$ cat config.mk
export PLATFORM = sky130hd
export DESIGN_NAME = color_classifier_filt
export DESIGN_NICKNAME = d
export VERILOG_FILES = /design/src/rtl/color_pkg.sv /design/src/rtl/color_classifier_filt_classify.sv /design/src/rtl/color_classifier_filt.sv
export SDC_FILE = /design/constraint.sdc
export NUM_CORES = 1
export LEC_CHECK = 0
export BUFFER_PORTS_ARGS = -buffer_cell sky130_fd_sc_hd__buf_2
export CAP_MARGIN = 10
export CORE_ASPECT_RATIO = 1.75
export CORE_MARGIN = 2
export CORE_UTILIZATION = 53
export CTS_CLUSTER_DIAMETER = 150
export DETAILED_ROUTE_END_ITERATION = 10
export HOLD_SLACK_MARGIN = 0.06
export PLACE_DENSITY = 0.81
export SYNTH_ARGS = -nofsm -noshare
export SYNTH_HDL_FRONTEND = slang
export SYNTH_SLANG_ARGS = --single-unit
export TNS_END_PERCENT = 10
$ cat constraint.sdc
create_clock -name clk -period 2.4 [get_ports clk]
set_clock_uncertainty 0.05 [all_clocks]
set_input_delay 0.36 -clock clk [delete_from_list [all_inputs] [get_ports clk]]
set_output_delay 0.36 -clock clk [all_outputs]
set_load 0.03 [all_outputs]
$ cat src/rtl/color_pkg.sv
// color_pkg: shared colour codes, code type and debounce counter width helper
package color_pkg;

    typedef logic [2:0] color_t;

    localparam color_t COL_BLACK   = 3'b000;
    localparam color_t COL_BLUE    = 3'b001;
    localparam color_t COL_GREEN   = 3'b010;
    localparam color_t COL_CYAN    = 3'b011;
    localparam color_t COL_RED     = 3'b100;
    localparam color_t COL_MAGENTA = 3'b101;
    localparam color_t COL_YELLOW  = 3'b110;
    localparam color_t COL_WHITE   = 3'b111;

    // counter must hold 0..stable_cnt inclusive
    function automatic int cnt_width(input int stable_cnt);
        return $clog2(stable_cnt + 1);
    endfunction

endpackage

$ cat src/rtl/color_classifier_filt_classify.sv
// color_classify: combinational RGB to 3-bit active-high colour code
module color_classify
    import color_pkg::*;
#(
    parameter int DATA_W = 16
) (
    input  logic [DATA_W-1:0] r,
    input  logic [DATA_W-1:0] g,
    input  logic [DATA_W-1:0] b,
    input  logic [DATA_W-1:0] black_th,
    input  logic [DATA_W-1:0] white_th,
    output color_t            code
);

    // priority: dark, bright, then strictly-greatest channel, any max tie is cyan
    always_comb begin
        code = (r < black_th && g < black_th && b < black_th) ? COL_BLACK :
               (r > white_th && g > white_th && b > white_th) ? COL_WHITE :
               (r > g && r > b) ? ((g > b) ? COL_YELLOW : COL_RED) :
               (g > r && g > b) ? ((r > b) ? COL_YELLOW : COL_GREEN) :
               (b > r && b > g) ? ((r > g) ? COL_MAGENTA : COL_BLUE) :
               COL_CYAN;
    end

endmodule

$ cat src/rtl/color_classifier_filt.sv
// color_classifier_filt: registered, debounced RGB colour classifier (optional runtime thresholds via COLOR_THRESH_PROG_EN)
module color_classifier_filt
    import color_pkg::*;
#(
    parameter int DATA_W     = 16,
    parameter int BLACK_TH   = 150,
    parameter int WHITE_TH   = 600,
    parameter int STABLE_CNT = 4,
    parameter int ACTIVE_LOW = 1
) (
    input  logic              clk,
    input  logic              rst_n,
    input  logic              in_valid,
    input  logic [DATA_W-1:0] red_norm,
    input  logic [DATA_W-1:0] green_norm,
    input  logic [DATA_W-1:0] blue_norm,
`ifdef COLOR_THRESH_PROG_EN
    input  logic [DATA_W-1:0] black_th,
    input  logic [DATA_W-1:0] white_th,
`endif
    output logic [2:0]        color,
    output logic              color_changed,
    output logic              locked,
    output logic [2:0]        raw_code
);

    localparam int CW = cnt_width(STABLE_CNT);
    localparam logic [CW-1:0] STABLE = CW'(STABLE_CNT);

    logic [DATA_W-1:0] w_black_th;
    logic [DATA_W-1:0] w_white_th;
    color_t            w_code;
    logic [CW-1:0]     w_cnt_nxt;
    logic              w_upd;

    color_t            r_raw_code;
    logic              r_raw_v;
    color_t            r_cand;
    logic [CW-1:0]     r_cnt;
    color_t            r_code;
    logic              r_changed;
    logic              r_locked;

`ifdef COLOR_THRESH_PROG_EN
    assign w_black_th = black_th;
    assign w_white_th = white_th;
`else
    assign w_black_th = DATA_W'(BLACK_TH);
    assign w_white_th = DATA_W'(WHITE_TH);
`endif

    color_classify #(.DATA_W(DATA_W)) u_classify (
        .r        (red_norm),
        .g        (green_norm),
        .b        (blue_norm),
        .black_th (w_black_th),
        .white_th (w_white_th),
        .code     (w_code)
    );

    // run length of the incoming code; a new code restarts the run at 1
    assign w_cnt_nxt = (r_raw_code == r_cand) ? ((r_cnt == STABLE) ? r_cnt : r_cnt + 1'b1) : CW'(1);
    // the candidate after this cycle is always raw_code when raw_v is set
    assign w_upd = r_raw_v && (w_cnt_nxt == STABLE) && (r_raw_code != r_code || !r_locked);

    // stage 1: capture classification of each valid sample
    always_ff @(posedge clk or negedge rst_n) begin
        if (!rst_n) begin
            r_raw_code <= COL_BLACK;
            r_raw_v    <= 1'b0;
        end else begin
            r_raw_v <= in_valid;
            if (in_valid) r_raw_code <= w_code;
        end
    end

    // stage 2: debounce run tracking and output code update
    always_ff @(posedge clk or negedge rst_n) begin
        if (!rst_n) begin
            r_cand    <= COL_BLACK;
            r_cnt     <= '0;
            r_code    <= COL_BLACK;
            r_changed <= 1'b0;
            r_locked  <= 1'b0;
        end else begin
            if (r_raw_v) begin
                r_cand <= r_raw_code;
                r_cnt  <= w_cnt_nxt;
            end
            r_changed <= w_upd;
            if (w_upd) begin
                r_code   <= r_raw_code;
                r_locked <= 1'b1;
            end
        end
    end

    assign color         = (ACTIVE_LOW != 0) ? ~r_code : r_code;
    assign color_changed = r_changed;
    assign locked        = r_locked;
    assign raw_code      = r_raw_code;

endmodule

==> results.sh, run 1 <==
export IMPL_status="finished clean"
export IMPL_ys_ff_latch=15
export IMPL_routedWlPerCell_um=14.3
export IMPL_finalCritPeriodShare_pct=94.0
export IMPL_hp_class="primary input to flip-flop"
export IMPL_placedCellCount=399
export IMPL_drc_errors=0
export IMPL_synthAdderAreaFrac_pct=29.6
export IMPL_rsz0062_at_grt="false"
export IMPL_fin_tns_setup_ns=0
export IMPL_boundaryPins=59
export IMPL_cts_buffers=3
export IMPL_timing_critical_path_buf_inv=1
export IMPL_max_stage_delay_ns=0.39
export IMPL_via_per_inst=5.90
export IMPL_setup_viol=0
export IMPL_dp_slack_ns=-0.0854
export IMPL_p_comb_share_pct=51.2
export IMPL_port_buffers=58
export IMPL_max_freq_ghz=0.443
export IMPL_internal_power_mw=0.682
export IMPL_synth_fp_nets=364
export IMPL_hold_violations=0
export IMPL_grt_max_degree=16
export IMPL_synth_xor_area_share_pct=2.49
export IMPL_drtAntennaViolNets=0
export IMPL_setup_ws_ns=0.143
export IMPL_synth_ff_type="dfrtp_1"
export IMPL_design_area_um2=2750
export IMPL_synthTopCellsByArea="ha_1 (30%), dfrtp_1 (18%), inv_1 (7.5%), a21oi_1 (6.2%), nand2_1 (3.7%)"
export IMPL_grt_use_total_pct=26.9
export IMPL_power_switching_mw=0.462
export IMPL_clk_latency_ns=0.24
export IMPL_netlist_area_um2=2110
export IMPL_yosysSeqAreaShare_pct=17.8
export IMPL_period_needed_ns=2.26
export IMPL_cts_sinks=15
export IMPL_cts_resized=0
export IMPL_start_util_pct=54.7
export IMPL_die_area_um2=4530
export IMPL_yosys_area_top_type="ha_1"
export IMPL_final_cell_mix="buf_2 (58), ha_1 (50), inv_1 (42)"
export IMPL_clkPwrFrac_pct=17.6
export IMPL_synth_top_area_share_pct=29.6
export IMPL_n_fill_cell=324
export IMPL_clkTransAtPathRegs_ns=0.06
export IMPL_yosysUniqueCellTypes=42
export IMPL_synth_compound_area_share_pct=21.2
export IMPL_crit_arrival_ns=2.33
export IMPL_vias=2385
export IMPL_cp_end_kind="flip-flop"
export IMPL_cp_cell_sequence="buf_2 -> ha_1 -> nor2b_1 -> o211ai_1 -> a2111o_1 -> and3_4 -> or3_1 -> a311o_1"
export IMPL_ir_worst_vdd_mv=0.415
export IMPL_grt_pass1_wl_um=9440
export IMPL_hpwl_um=4980
export IMPL_synth_area_mux_share_pct=2.55
export IMPL_cp_top_family="compound AO/OA/AOI/OAI gates"
export IMPL_rows=30
export IMPL_postCtsSetupRepairBufs=0
export IMPL_cts_hold_buf=1
export IMPL_nets=458
export IMPL_worst_slew_pin_slew_ns=0.438
export IMPL_yosys_area_share_simple_pct=18.8
export IMPL_p_per_area_nw_per_um2=417
export IMPL_drt_iter0_drc=66
export IMPL_async_flop_share_pct=100
export IMPL_relSlewSlack_pct=70.4
export IMPL_synth_top_family_by_area="adder cells"
export IMPL_final_common_cell="buf_2"
export IMPL_core_area_um2=3870
export IMPL_cts_buffer_depth=2
export IMPL_fin_cells=404
export IMPL_crit_required_ns=2.48
export IMPL_slew_violations=0
export IMPL_worst_path_stages=8
export IMPL_syn_avg_cell_area_um2=8.04
export IMPL_startpoint_type="primary input"
export IMPL_antenna_cells=0
export IMPL_p_leak_nw=1.44
export IMPL_area_delta_synth_final_pct=30.0
export IMPL_crit_fanout=4
export IMPL_yosys_warnings=0
export IMPL_clock_root_buffer="clkbuf_8"
export IMPL_cts_tree="built"
export IMPL_wirelength_um=5770
export IMPL_crit_slowest_cell="a2111o_1"
export IMPL_antenna_found_initial=0
export IMPL_dpl_cell_area_um2=2690
export IMPL_htree_levels=1
export IMPL_postSynthCellCount=263
export IMPL_synth_enable_flop_cells=0
export IMPL_grt_pass1_vias=2279
export IMPL_switching_share_pct=40.4
export IMPL_die_y_um=87.5
export IMPL_drt_pre_antenna_iters=4
export IMPL_hold_depth=1
export IMPL_seq_power_share_pct=31.1
export IMPL_die_w_um=51.7
export IMPL_cap_violations=0
export IMPL_drive_gt1_share_pct=27.8
export IMPL_reg2regPathDepth=9
export IMPL_path_class="primary input to flip-flop"
export IMPL_gp_congestion=0.841
export IMPL_grt_ovfl_total=0
-- registers in the layout (all words and copies together) (netlist names) --
name           count
r_cnt              3
r_code             3
color_changed      1
r_raw_v            1
raw_code           3
r_cand             3
locked             1
-- stage by stage --
| stage | total power [mW] | util [%] | hold WS (ns) |
|---|---|---|---|
| 6_report | 1.14 | 71.1 | 0.205 |
| 5_1_grt | 1.23 | 71.1 | 0.196 |
| 4_1_cts | 1.14 | 71.1 | 0.202 |
| 3_5_place_dp | 0.940 | 69.6 | 0.225 |
| 3_3_place_gp | 0.921 | 69.6 | 0.225 |
| 2_1_floorplan | 0.714 | - | 0.0144 |
-- worst paths after layout --
| kind | slack, ns | to | from |
|---|---|---|---|
| max | 0.14 | raw_code[0] | green_norm[1] |
| min | 0.20 | r_raw_v | in_valid |
| max reg2reg | 0.65 | r_code[0] | r_cnt[0] |
| min reg2reg | 0.45 | locked | locked |
| max in group asynchronous | 1.56 | locked | rst_n |
| min in group asynchronous | 0.49 | r_cnt[0] | rst_n |
-- per-layer routing --
layer	vias up	GRT usage, %	share of wire, %
met1	1071	28.9	38
met4	0	11.2	4.8
met2	114	52.2	51
li1	1165	-	-
met3	35	1.54	5.7
met5	-	0	0
-- cells in the mapped netlist (3+ instances only) --
library cell	number
nor2b_1	4
xnor2_1	4
ha_1	50
a211oi_1	3
nor2_1	9
nand3_1	5
nand2_1	21
nor4_1	7
a221oi_1	3
inv_1	42
a21oi_1	26
nand2b_1	3
o21ai_0	13
nand4_1	12
nor3_1	3
dfrtp_1	15
mux2_2	3
o211ai_1	7
a31oi_1	3
-- cell families (layout without fill, tap and decap cells) --
logic type | Yosys count | after routing
simple gates | 74 | 74
compound gates | 70 | 70
fa+ha+maj | 50 | 50
buf+inv | 43 | 136
flops | 15 | 15
xor+xnor | 6 | 6
mux | 5 | 5
-- power groups by stage --
stage,registers (mW),logic [mW],clock network [mW]
after floorplan,0.369,0.345,0
after global placement,0.356,0.565,0
after detailed placement,0.360,0.581,0
after CTS,0.356,0.587,0.201
after global routing,0.366,0.659,0.209
final,0.357,0.586,0.202
-- area by class of cell --
cell class              instances  area (um2)  share of cell area [%]
multi-input cells             205        1580                    57.4
inverters                      42         158                    5.74
flip-flops and latches         15         375                    13.7
well taps                      48        60.1                    2.19
repair buffers                 90         533                    19.4
clock buffers                   4        45.0                    1.64
(Power assumes the default switching activity.)
==> inputs of run 2 (changes only) <==
--- a/config.mk
+++ b/config.mk
@@ -13,6 +13,7 @@
 export CTS_CLUSTER_DIAMETER = 150
 export DETAILED_ROUTE_END_ITERATION = 10
 export HOLD_SLACK_MARGIN = 0.06
+export MAX_ROUTING_LAYER = met4
 export PLACE_DENSITY = 0.81
 export SYNTH_ARGS = -nofsm -noshare
 export SYNTH_HDL_FRONTEND = slang
==> results.sh, run 2 (same netlist as run 1, synthesis figures left out) <==
export IMPL_grt_pass1_wl_um=9400
export IMPL_max_freq_ghz=0.446
export IMPL_rsz0062_at_grt="false"
export IMPL_area_delta_synth_final_pct=30.0
export IMPL_hp_class="primary input to flip-flop"
export IMPL_p_leak_nw=1.44
export IMPL_reg2reg_to="r_code[0]"
export IMPL_reg2reg_slack_ns=0.64
export IMPL_grt_max_degree=16
export IMPL_top_usage_layer="met2"
export IMPL_cts_buffers=3
export IMPL_n_fill_cell=324
export IMPL_cp_end_kind="flip-flop"
export IMPL_finalCritPeriodShare_pct=93.5
export IMPL_setup_viol=0
export IMPL_cts_sinks=15
export IMPL_postCtsSetupRepairBufs=0
export IMPL_fin_util_pct=71.1
export IMPL_ir_worst_vdd_mv=0.414
export IMPL_core_area_um2=3870
export IMPL_antenna_found_initial=0
export IMPL_grt_use_total_pct=27.5
export IMPL_cts_hold_buf=1
export IMPL_final_cell_mix="buf_2 (58), ha_1 (50), inv_1 (42)"
export IMPL_reg2regPathDepth=9
export IMPL_cp_cell_sequence="buf_2 -> ha_1 -> nor2b_1 -> o211ai_1 -> a2111o_1 -> and3_4 -> or3_1 -> a311o_1"
export IMPL_die_area_um2=4530
export IMPL_crit_slowest_cell="a2111o_1"
export IMPL_die_y_um=87.5
export IMPL_rows=30
export IMPL_met1_usage_pct=28.5
export IMPL_p_per_area_nw_per_um2=416
export IMPL_routedWlPerCell_um=14.1
export IMPL_via_per_inst=5.85
export IMPL_relSlewSlack_pct=70.2
export IMPL_multi_input_area_um2=1580
export IMPL_cts_buffer_depth=2
export IMPL_setup_ws_ns=0.156
export IMPL_regArea_um2=375
export IMPL_drt_pre_antenna_iters=4
export IMPL_wirelength_um=5720
export IMPL_nets=458
export IMPL_start_util_pct=54.7
export IMPL_clkTransAtPathRegs_ns=0.06
export IMPL_worst_slew_pin_slew_ns=0.442
export IMPL_timing_critical_path_buf_inv=1
export IMPL_htree_levels=1
export IMPL_power_switching_mw=0.461
export IMPL_crit_arrival_ns=2.32
export IMPL_cp_top_family="compound AO/OA/AOI/OAI gates"
export IMPL_cap_violations=0
export IMPL_switching_share_pct=40.3
export IMPL_grt_pass1_vias=2284
export IMPL_grtUsageMet3_pct=1.54
export IMPL_cts_resized=0
export IMPL_worstReg2RegStart="r_cnt[0]"
export IMPL_hold_violations=0
export IMPL_boundaryPins=59
export IMPL_fin_tns_setup_ns=0
export IMPL_drtAntennaViolNets=0
export IMPL_met2_usage_pct=52.0
export IMPL_clkPwrFrac_pct=17.6
export IMPL_status="finished clean"
export IMPL_clock_root_buffer="clkbuf_8"
export IMPL_path_class="primary input to flip-flop"
export IMPL_hpwl_um=4980
export IMPL_endpoint="raw_code[0]"
export IMPL_worst_path_stages=8
export IMPL_dp_slack_ns=-0.0854
export IMPL_grt_ovfl_total=0
export IMPL_die_w_um=51.7
export IMPL_slew_violations=0
export IMPL_drive_gt1_share_pct=27.8
export IMPL_internal_power_mw=0.682
export IMPL_vias=2363
export IMPL_port_buffers=58
export IMPL_clk_latency_ns=0.24
export IMPL_seq_power_share_pct=31.2
export IMPL_antenna_cells=0
export IMPL_startpoint_type="primary input"
export IMPL_crit_fanout=4
export IMPL_startpoint="green_norm[1]"
export IMPL_p_comb_share_pct=51.2
export IMPL_max_stage_delay_ns=0.39
export IMPL_crit_required_ns=2.48
export IMPL_gp_congestion=0.854
export IMPL_period_needed_ns=2.24
export IMPL_drt_iter0_drc=83
export IMPL_drc_errors=0
export IMPL_final_common_cell="buf_2"
export IMPL_cts_tree="built"
[run 2: cell counts in the layout (fill, tap and decap cells not counted)]
Identical to the previous run, type by type.
[run 2: worst min path at each step]
stage                     startpoint             to  slack [ns]  cells past startpoint
after CTS                   in_valid        r_raw_v        0.20                      1
after global placement         rst_n      r_code[1]        0.22                      1
after detailed placement       rst_n      r_code[1]        0.23                      1
after floorplan                rst_n  color_changed        0.01                      0
final                       in_valid        r_raw_v        0.21                      1
after global routing        in_valid        r_raw_v        0.20                      1
[run 2: layer usage]
metal / part of all wire, % / vias to the layer above
met5: 0 / -
met4: 4.4 / 0
met3: 5.7 / 29
met2: 52 / 108
met1: 38 / 1059
li1: - / 1167
[run 2: power by group through the flow]
stage	Sequential [mW]	Clock (mW)	Combinational (mW)
floorplan	0.369	0	0.345
finish	0.356	0.201	0.585
global route	0.365	0.209	0.659
CTS	0.356	0.201	0.587
detailed placement	0.360	0	0.581
global placement	0.356	0	0.565
[run 2: layout make-up]
cell class	instances	area share, %
repair buffers	90	19.4
flip-flops and latches	15	13.7
multi-input cells	205	57.4
clock buffers	4	1.64
inverters	42	5.74
well taps	48	2.19
[run 2: metrics by stage]
step | hold slack, ns | instance area [um2] | total power, mW | instances
after CTS | 0.202 | 2750 | 1.14 | 404
after global placement | 0.225 | 2690 | 0.921 | 399
after global routing | 0.196 | 2750 | 1.23 | 404
final | 0.205 | 2750 | 1.14 | 404
after detailed placement | 0.225 | 2690 | 0.940 | 399
after floorplan | 0.0144 | 2110 | 0.714 | 263
